## src/rtl/vram_pkg.sv

```systemverilog
// Shared constants and grant encoding for the VRAM arbiter and its write posting buffer.
package vram_pkg;

    localparam int ADDR_W_DEF = 16;
    localparam int DATA_W_DEF = 12;
    localparam int WBUF_DEPTH = 4;

    typedef enum logic [1:0] {
        IDLE    = 2'd0,
        GNT_VGA = 2'd1,
        GNT_WR  = 2'd2,
        GNT_RD  = 2'd3
    } gnt_e;

endpackage

```

## src/rtl/vram_arbiter_if.sv

```systemverilog
// Bundle of the scan-out, game-logic write/read and VRAM port signals around the arbiter.
interface vram_arbiter_if #(
    parameter int ADDR_W = vram_pkg::ADDR_W_DEF,
    parameter int DATA_W = vram_pkg::DATA_W_DEF
);
    logic              vga_req;
    logic [ADDR_W-1:0] vga_addr;
    logic [DATA_W-1:0] vga_data;
    logic              vga_valid;

    logic              wr_req;
    logic [ADDR_W-1:0] wr_addr;
    logic [DATA_W-1:0] wr_data;
    logic              wr_ack;

    logic              rd_req;
    logic [ADDR_W-1:0] rd_addr;
    logic              rd_ack;
    logic [DATA_W-1:0] rd_data;
    logic              rd_valid;

    logic              mem_en;
    logic              mem_we;
    logic [ADDR_W-1:0] mem_addr;
    logic [DATA_W-1:0] mem_wdata;
    logic [DATA_W-1:0] mem_rdata;

    // The arbiter side; requesters and the VRAM model sit on the master side.
    modport slave (
        input  vga_req, vga_addr, wr_req, wr_addr, wr_data, rd_req, rd_addr, mem_rdata,
        output vga_data, vga_valid, wr_ack, rd_ack, rd_data, rd_valid,
        output mem_en, mem_we, mem_addr, mem_wdata
    );

    modport master (
        output vga_req, vga_addr, wr_req, wr_addr, wr_data, rd_req, rd_addr, mem_rdata,
        input  vga_data, vga_valid, wr_ack, rd_ack, rd_data, rd_valid,
        input  mem_en, mem_we, mem_addr, mem_wdata
    );

endinterface

```

## src/rtl/vram_wbuf_fifo.sv

```systemverilog
// Small write posting FIFO holding {addr, data} pairs; caller never pushes when full
// (unless popping in the same cycle) and never pops when empty.
module vram_wbuf_fifo
    import vram_pkg::*;
#(
    parameter int WIDTH = ADDR_W_DEF + DATA_W_DEF
) (
    input  logic             clk,
    input  logic             clr,
    input  logic             push_i,
    input  logic [WIDTH-1:0] push_data_i,
    input  logic             pop_i,
    output logic [WIDTH-1:0] head_o,
    output logic             empty_o,
    output logic             full_o
);

    localparam int PTR_W = $clog2(WBUF_DEPTH);

    logic [WIDTH-1:0] mem_q [WBUF_DEPTH];
    logic [PTR_W-1:0] wr_ptr_q;
    logic [PTR_W-1:0] rd_ptr_q;
    logic [PTR_W:0]   count_q;

    always_ff @(posedge clk or negedge clr) begin
        if (!clr) begin
            wr_ptr_q <= '0;
            rd_ptr_q <= '0;
            count_q  <= '0;
            for (int i = 0; i < WBUF_DEPTH; i++) begin
                mem_q[i] <= '0;
            end
        end else begin
            if (push_i) begin
                mem_q[wr_ptr_q] <= push_data_i;
                wr_ptr_q        <= wr_ptr_q + PTR_W'(1);
            end
            if (pop_i) begin
                rd_ptr_q <= rd_ptr_q + PTR_W'(1);
            end
            case ({push_i, pop_i})
                2'b10:   count_q <= count_q + (PTR_W+1)'(1);
                2'b01:   count_q <= count_q - (PTR_W+1)'(1);
                default: count_q <= count_q;
            endcase
        end
    end

    assign head_o  = mem_q[rd_ptr_q];
    assign empty_o = (count_q == '0);
    assign full_o  = (count_q == (PTR_W+1)'(WBUF_DEPTH));

endmodule

```

## src/rtl/vram_arbiter.sv

```systemverilog
// Single-port VRAM arbiter: scan-out reads win outright, game writes/reads share round-robin.
// Define VRAM_ARBITER_WBUF_EN to post game writes through a 4-entry FIFO.
module vram_arbiter
    import vram_pkg::*;
#(
    parameter int ADDR_W = ADDR_W_DEF,
    parameter int DATA_W = DATA_W_DEF
) (
    input  logic        clk,
    input  logic        clr,
    vram_arbiter_if.slave bus
);

    gnt_e              state_q, state_d;
    logic              rr_q, rr_d;
    logic [DATA_W-1:0] vga_data_q;
    logic [DATA_W-1:0] rd_data_q;

    logic              wsrc_req;
    logic [ADDR_W-1:0] wsrc_addr;
    logic [DATA_W-1:0] wsrc_data;
    logic              rsrc_req;

    logic              mem_en;
    logic              mem_we;
    logic [ADDR_W-1:0] mem_addr;
    logic [DATA_W-1:0] mem_wdata;

`ifdef VRAM_ARBITER_WBUF_EN
    logic                     fifo_empty;
    logic                     fifo_full;
    logic                     fifo_push;
    logic                     fifo_pop;
    logic [ADDR_W+DATA_W-1:0] fifo_head;

    // A full FIFO may still accept when its head drains this same cycle.
    assign fifo_pop  = (state_d == GNT_WR);
    assign fifo_push = clr && bus.wr_req && (!fifo_full || fifo_pop);

    assign wsrc_req               = !fifo_empty;
    assign {wsrc_addr, wsrc_data} = fifo_head;
    assign rsrc_req               = bus.rd_req && fifo_empty && !bus.wr_req;
    assign bus.wr_ack             = fifo_push;

    vram_wbuf_fifo #(
        .WIDTH (ADDR_W + DATA_W)
    ) u_wbuf (
        .clk         (clk),
        .clr         (clr),
        .push_i      (fifo_push),
        .push_data_i ({bus.wr_addr, bus.wr_data}),
        .pop_i       (fifo_pop),
        .head_o      (fifo_head),
        .empty_o     (fifo_empty),
        .full_o      (fifo_full)
    );
`else
    assign wsrc_req   = bus.wr_req;
    assign wsrc_addr  = bus.wr_addr;
    assign wsrc_data  = bus.wr_data;
    assign rsrc_req   = bus.rd_req;
    assign bus.wr_ack = clr && (state_d == GNT_WR);
`endif

    // rr_q low means the write side wins the next contested cycle.
    always_comb begin
        state_d = IDLE;
        rr_d    = rr_q;
        if (bus.vga_req) begin
            state_d = GNT_VGA;
        end else if (wsrc_req && (!rsrc_req || !rr_q)) begin
            state_d = GNT_WR;
            rr_d    = 1'b1;
        end else if (rsrc_req) begin
            state_d = GNT_RD;
            rr_d    = 1'b0;
        end
    end

    always_comb begin
        mem_en    = 1'b0;
        mem_we    = 1'b0;
        mem_addr  = '0;
        mem_wdata = '0;
        if (clr) begin
            case (state_d)
                GNT_VGA: begin
                    mem_en   = 1'b1;
                    mem_addr = bus.vga_addr;
                end
                GNT_WR: begin
                    mem_en    = 1'b1;
                    mem_we    = 1'b1;
                    mem_addr  = wsrc_addr;
                    mem_wdata = wsrc_data;
                end
                GNT_RD: begin
                    mem_en   = 1'b1;
                    mem_addr = bus.rd_addr;
                end
                default: ;
            endcase
        end
    end

    always_ff @(posedge clk or negedge clr) begin
        if (!clr) begin
            state_q    <= IDLE;
            rr_q       <= 1'b0;
            vga_data_q <= '0;
            rd_data_q  <= '0;
        end else begin
            state_q <= state_d;
            rr_q    <= rr_d;
            if (state_q == GNT_VGA) begin
                vga_data_q <= bus.mem_rdata;
            end
            if (state_q == GNT_RD) begin
                rd_data_q <= bus.mem_rdata;
            end
        end
    end

    // The VRAM returns data during the cycle after the grant; pass it through then hold it.
    assign bus.vga_valid = (state_q == GNT_VGA);
    assign bus.rd_valid  = (state_q == GNT_RD);
    assign bus.vga_data  = bus.vga_valid ? bus.mem_rdata : vga_data_q;
    assign bus.rd_data   = bus.rd_valid  ? bus.mem_rdata : rd_data_q;

    assign bus.rd_ack    = clr && (state_d == GNT_RD);
    assign bus.mem_en    = mem_en;
    assign bus.mem_we    = mem_we;
    assign bus.mem_addr  = mem_addr;
    assign bus.mem_wdata = mem_wdata;

endmodule

```

## src/flat_wrapper.sv

```systemverilog
// flat-port wrapper written by rule: the top's interface ports become plain ports
module vram_arbiter_flat import vram_pkg::*;
#(
    parameter int ADDR_W = ADDR_W_DEF,
    parameter int DATA_W = DATA_W_DEF
)
  (clk, clr, bus_vga_req, bus_vga_addr, bus_wr_req, bus_wr_addr, bus_wr_data, bus_rd_req, bus_rd_addr, bus_mem_rdata, bus_vga_data, bus_vga_valid, bus_wr_ack, bus_rd_ack, bus_rd_data, bus_rd_valid, bus_mem_en, bus_mem_we, bus_mem_addr, bus_mem_wdata);
  vram_arbiter_if #(.ADDR_W(ADDR_W), .DATA_W(DATA_W)) bus_i ();
  input  logic clk;
  input  logic clr;
  input wire logic [$bits(bus_i.vga_req)-1:0] bus_vga_req;
  input wire logic [$bits(bus_i.vga_addr)-1:0] bus_vga_addr;
  input wire logic [$bits(bus_i.wr_req)-1:0] bus_wr_req;
  input wire logic [$bits(bus_i.wr_addr)-1:0] bus_wr_addr;
  input wire logic [$bits(bus_i.wr_data)-1:0] bus_wr_data;
  input wire logic [$bits(bus_i.rd_req)-1:0] bus_rd_req;
  input wire logic [$bits(bus_i.rd_addr)-1:0] bus_rd_addr;
  input wire logic [$bits(bus_i.mem_rdata)-1:0] bus_mem_rdata;
  output wire logic [$bits(bus_i.vga_data)-1:0] bus_vga_data;
  output wire logic [$bits(bus_i.vga_valid)-1:0] bus_vga_valid;
  output wire logic [$bits(bus_i.wr_ack)-1:0] bus_wr_ack;
  output wire logic [$bits(bus_i.rd_ack)-1:0] bus_rd_ack;
  output wire logic [$bits(bus_i.rd_data)-1:0] bus_rd_data;
  output wire logic [$bits(bus_i.rd_valid)-1:0] bus_rd_valid;
  output wire logic [$bits(bus_i.mem_en)-1:0] bus_mem_en;
  output wire logic [$bits(bus_i.mem_we)-1:0] bus_mem_we;
  output wire logic [$bits(bus_i.mem_addr)-1:0] bus_mem_addr;
  output wire logic [$bits(bus_i.mem_wdata)-1:0] bus_mem_wdata;
  assign bus_i.vga_req = bus_vga_req;
  assign bus_i.vga_addr = bus_vga_addr;
  assign bus_i.wr_req = bus_wr_req;
  assign bus_i.wr_addr = bus_wr_addr;
  assign bus_i.wr_data = bus_wr_data;
  assign bus_i.rd_req = bus_rd_req;
  assign bus_i.rd_addr = bus_rd_addr;
  assign bus_i.mem_rdata = bus_mem_rdata;
  assign bus_vga_data = bus_i.vga_data;
  assign bus_vga_valid = bus_i.vga_valid;
  assign bus_wr_ack = bus_i.wr_ack;
  assign bus_rd_ack = bus_i.rd_ack;
  assign bus_rd_data = bus_i.rd_data;
  assign bus_rd_valid = bus_i.rd_valid;
  assign bus_mem_en = bus_i.mem_en;
  assign bus_mem_we = bus_i.mem_we;
  assign bus_mem_addr = bus_i.mem_addr;
  assign bus_mem_wdata = bus_i.mem_wdata;
  vram_arbiter #(.ADDR_W(ADDR_W), .DATA_W(DATA_W)) u_core (.clk(clk), .clr(clr), .bus(bus_i));
endmodule
```

## config.mk

```make
export PLATFORM = sky130hd
export DESIGN_NAME = vram_arbiter_flat
export DESIGN_NICKNAME = d
export VERILOG_FILES = /design/src/rtl/vram_pkg.sv /design/src/rtl/vram_arbiter_if.sv /design/src/rtl/vram_wbuf_fifo.sv /design/src/rtl/vram_arbiter.sv /design/src/flat_wrapper.sv
export SDC_FILE = /design/constraint.sdc
export NUM_CORES = 1
export LEC_CHECK = 0
export ABC_AREA = 1
export CORE_MARGIN = 1
export CORE_UTILIZATION = 36
export DETAILED_ROUTE_END_ITERATION = 10
export GPL_TIMING_DRIVEN = 0
export PLACE_DENSITY = 0.95
export SKIP_CTS_REPAIR_TIMING = 1
export SYNTH_ARGS = -nofsm -noshare
export SYNTH_HDL_FRONTEND = slang
export SYNTH_HIERARCHICAL = 1
export SYNTH_SLANG_ARGS = --single-unit
```

## constraint.sdc

```tcl
create_clock -name clk -period 2.5 [get_ports clk]
set_clock_uncertainty 0.1 [all_clocks]
set_input_delay 0.375 -clock clk [delete_from_list [all_inputs] [get_ports clk]]
set_output_delay 0.375 -clock clk [all_outputs]
set_load 0.02 [all_outputs]
```

## Word-level counts from Yosys, hierarchy flattened

Cells that the tools add are included.

- Muxes and demuxes: 15
- Bitwise operators: 1
- Reductions and logical operators: 9
- Equal/unequal tests: 5

Operator list:

| kind | count |
|---|---|
| $mux 12 | 4 |
| $pmux 16 s3 | 1 |
| $mux 16 | 1 |
| $eq 2x2->1 const B | 3 |
| $mux 1 | 6 |
| $mux 2 | 3 |
| $eq 2x1->1 const B | 2 |
| $logic_and 1x1->1 | 3 |
| $reduce_or 3->1 | 1 |
| $logic_not 1->1 | 2 |
| $reduce_and 2->1 | 1 |
| $reduce_bool 2->1 | 1 |
| $logic_or 1x1->1 | 1 |
| $not 1->1 | 1 |

- Logic and storage cells: 34
- Input bits: 77
- Register bits after elaboration: 27
- Output and inout bits: 58

## Logic depth before layout (Yosys ltp)

- Depth after elaboration: 9
- Depth in mapped cells: 7
- Gate-level depth less buffers: 6

## Least setup slack after synthesis

OpenSTA, ideal clock, no wires.

- Path type: flip-flop to output port
- From: register u_core.state_q[1]
- To: output bus_vga_data[0]
- Cell stages (with the launch flop): 5
- Setup slack: 407 ps
- Data required time: 2025 ps
- Path buffers: 1
- Arrival time: 1618 ps
- Cell sequence: dfrtp_1 > nor2_1 > inv_1 > clkbuf_1 > o21ai_0

- Longest elaborated chain between the ends: 2

Ends and longest elaborated chain:

| element | line | source |
|---|---|---|
| start, declared | vram_arbiter.sv:14 | `gnt_e state_q, state_d;` |
| start signal, assigned | vram_arbiter.sv:113 | `state_q <= state_d;` |
| $eq 2x1->1 | vram_arbiter.sv:125 | `assign bus.vga_valid = (state_q == GNT_VGA);` |
| net bus_vga_valid | flat_wrapper.sv:20 | `output wire logic [$bits(bus_i.vga_valid)-1:0] bus_vga_valid;` |
| $mux 12 | -- |  |
| end, declared | flat_wrapper.sv:19 | `output wire logic [$bits(bus_i.vga_data)-1:0] bus_vga_data;` |

The timed path passes the listed nets, and every way through them passes these cells.

## Worst setup path after layout

- From: register u_core.state_q[0]
- To: output bus_rd_data[1]

- Longest elaborated chain between the ends: 2

Ends and longest elaborated chain:

| element | line | source |
|---|---|---|
| $eq 2x2->1 | vram_arbiter.sv:126 | `assign bus.rd_valid = (state_q == GNT_RD);` |
| $mux 12 | -- |  |
| end, declared | flat_wrapper.sv:23 | `output wire logic [$bits(bus_i.rd_data)-1:0] bus_rd_data;` |

No other way between the ends.

==> results.toml <==
[cts]
numCtsBuffers = 3
cts_num_sinks = 27
cts_tree = "yes"
clock_path_buffers = 2
cts-root-buf = "clkbuf_8"
htreeDepth = 1
clk_pin_slew_worst_paths_ps = 80
clkLatencyLatePin_ps = 250

[sta]
hold_ws_ps = 397
fin_crit_sh = 0.945
slew-limit-headroom = 0.715
finalWorstSetupSlack_ps = 137
worst_slew_pin_slew_ps = 427
slew_viol_final = 0
layout_min_cycle_time_ps = 2360
final_hold_viol_count = 0
clock.fmax_mhz = 423
setup_violations = 0

[placed_design]
io_buffers = 132
post-dp-hpwl_um = 4200
place_congestion = 0.756
place_ws_ps = -1430

[setup_path]
critPathKind = "reg -> out"
start_kind = "flop"
path_max_fanout = 10
r2r_setup_slack_ps = 1140
r2r-start = "u_core/state_q[1]"
cp_data_required_time_ps = 2030
cp-end-kind = "primary output"
r2r-end = "u_core/vga_data_q[10]"
cp.arrival_ps = 1890
worstRegToRegCells = 4

[pwr]
peakVddDrop_uv = 245
p_leak_nw = 2.22
finalPower_mw = 1.37
power.density_mw_per_mm2 = 418

[drt]
num_vias = 2124
routedWlPerCell_um = 12.2
viasPerCell = 4.73
wirelength_um = 5460
dr.pass1.iters = 7
drc = 14
antenna_left = 0
drtIter0Drc = 91

[die]
fp.dieW_um = 70.6
die_area_mm2 = 0.00498
fp.coreArea_mm2 = 0.00444
die_y_um = 70.6
start_util = 0.381
rows = 24
io_pins = 135

[min_path]
hold_path.class = "in -> reg"
hold_end = "u_core/state_q[0]"
hold_start = "bus_rd_req"
hold_depth = 3

[synth]
syn_inst = 259
syn_avg_cell_area_um2 = 6.54
ys_seq_area_frac = 0.399
synth-seq-cells = 27
yosys_warnings = 6
synth_cell_types = 19
synth_area_mm2 = 0.00169
yosys.area.top_type = "dfrtp_1"
synth_fp_nets = 336
yosys-top-cells-area = "dfrtp_1 40%, nand2_1 13%, nor2_1 12%"
synth_top_area_share = 0.399

[layout]
regArea_um2 = 676
fillCellCount = 317
num_antenna_cells = 0
area_growth_pct = 94.3
layout.nets = 475
multi_input_area_um2 = 763
layout-drive-gt1-share = 0.0806

[run_status]
failed_checks = "DRC"
status = "finished with violations"

[global_route]
grt_first_pass_wirelength_um = 8420
grt-ovfl-total = 0
grt_max_degree = 30
grt_usage = 0.203
antenna_found_initial = 0
grt_pass1_vias = 2044

[run]
max_cap_violations = 0
cell usage after synthesis:
master	instances
a21oi_1	1
a31oi_1	1
buf_1	1
buf_2	6
buf_4	1
buf_6	1
clkbuf_1	5
clkinv_1	1
dfrtp_1	27
inv_1	47
inv_2	1
nand2_1	60
nand2_4	2
nand3_4	1
nand4_1	16
nor2_1	54
nor2_2	9
o21ai_0	24
o21bai_1	1
worst max-delay path by stage:
| stage | from | end | slack (ps) | depth (start not counted) |
|---|---|---|---|---|
| floorplan | u_core/state_q[1] | bus_vga_data[0] | 410 | 4 |
| global placement | clr | bus_mem_addr[8] | -1390 | 5 |
| detailed placement | clr | bus_mem_addr[9] | -1430 | 5 |
| CTS | clr | bus_mem_addr[9] | -1440 | 5 |
| global route | u_core/rr_q | bus_mem_wdata[0] | -1 | 6 |
| finish | u_core/state_q[0] | bus_rd_data[1] | 140 | 4 |
per-stage QoR:
stage / utilization / instances / cell area, um^2 / TNS (ps)
2_1_floorplan: - / 259 / 1690 / 0
3_5_place_dp: 0.693 / 443 / 3080 / -36050
6_report: 0.741 / 449 / 3290 / 0
4_1_cts: 0.704 / 447 / 3130 / -38010
5_1_grt: 0.741 / 449 / 3290 / -1.43
3_3_place_gp: 0.693 / 443 / 3080 / -34680
routing by layer:
metal  global-route usage  up-vias  share of wire
li1                     -     1060              -
met1                0.230      949           0.37
met2                0.387      103           0.52
met3               0.0356       12          0.085
met4               0.0644        0          0.025
met5                    0        -              0
flip-flops by register name, indices dropped and copies added (netlist names):
| register | flops |
|---|---|
| u_core/rd_data_q | 12 |
| u_core/vga_data_q | 12 |
| u_core/state_q | 2 |
| u_core/rr_q | 1 |
cells in the final DEF (no fill, tap or decap), types with 3 or more instances in the layout:
master           netlist  layout
clkdlybuf4s50_1        0      83
nand2_1               60      60
nor2_1                54      54
dlymetal6s2s_1         0      48
inv_1                 47      47
dfrtp_1               27      27
nand4_1               16      16
o21ai_0               24      15
nor2_2                 9       9
o21ai_1                0       9
buf_2                  6       6
clkbuf_8               0       3
clkbuf_2               0       3
kinds of logic after synthesis:
group | count (synthesis) | synth area share
and+or+nand+nor | 142 | 0.369
buffers and inverters | 63 | 0.151
DFF | 27 | 0.399
AOI/OAI and AO/OA | 27 | 0.0820
cell type report:
| class | instances | area share |
|---|---|---|
| tap | 52 | 0.0198 |
| buffer | 14 | 0.0239 |
| clock buffer | 3 | 0.0125 |
| inverter | 49 | 0.0570 |
| multi-input combinational | 169 | 0.232 |
| clock inverter | 1 | 0.00228 |
| timing repair buffer | 134 | 0.447 |
| sequential | 27 | 0.205 |
power breakdown:
group / internal, mW / leakage, nW / switching (mW) / total [mW]
Clock: 0.113 / 0.0217 / 0.127 / 0.240
Sequential: 0.499 / 0.329 / 0.0186 / 0.518
Combinational: 0.302 / 1.87 / 0.316 / 0.618
Total: 0.913 / 2.22 / 0.462 / 1.37
critical path: stages (launching register included):
cell	delay, ps
dfrtp_1	360
nand2_1	160
clkbuf_4	250
o21ai_0	220
clkdlybuf4s50_1	650
Power figures use the tool's default switching activity.
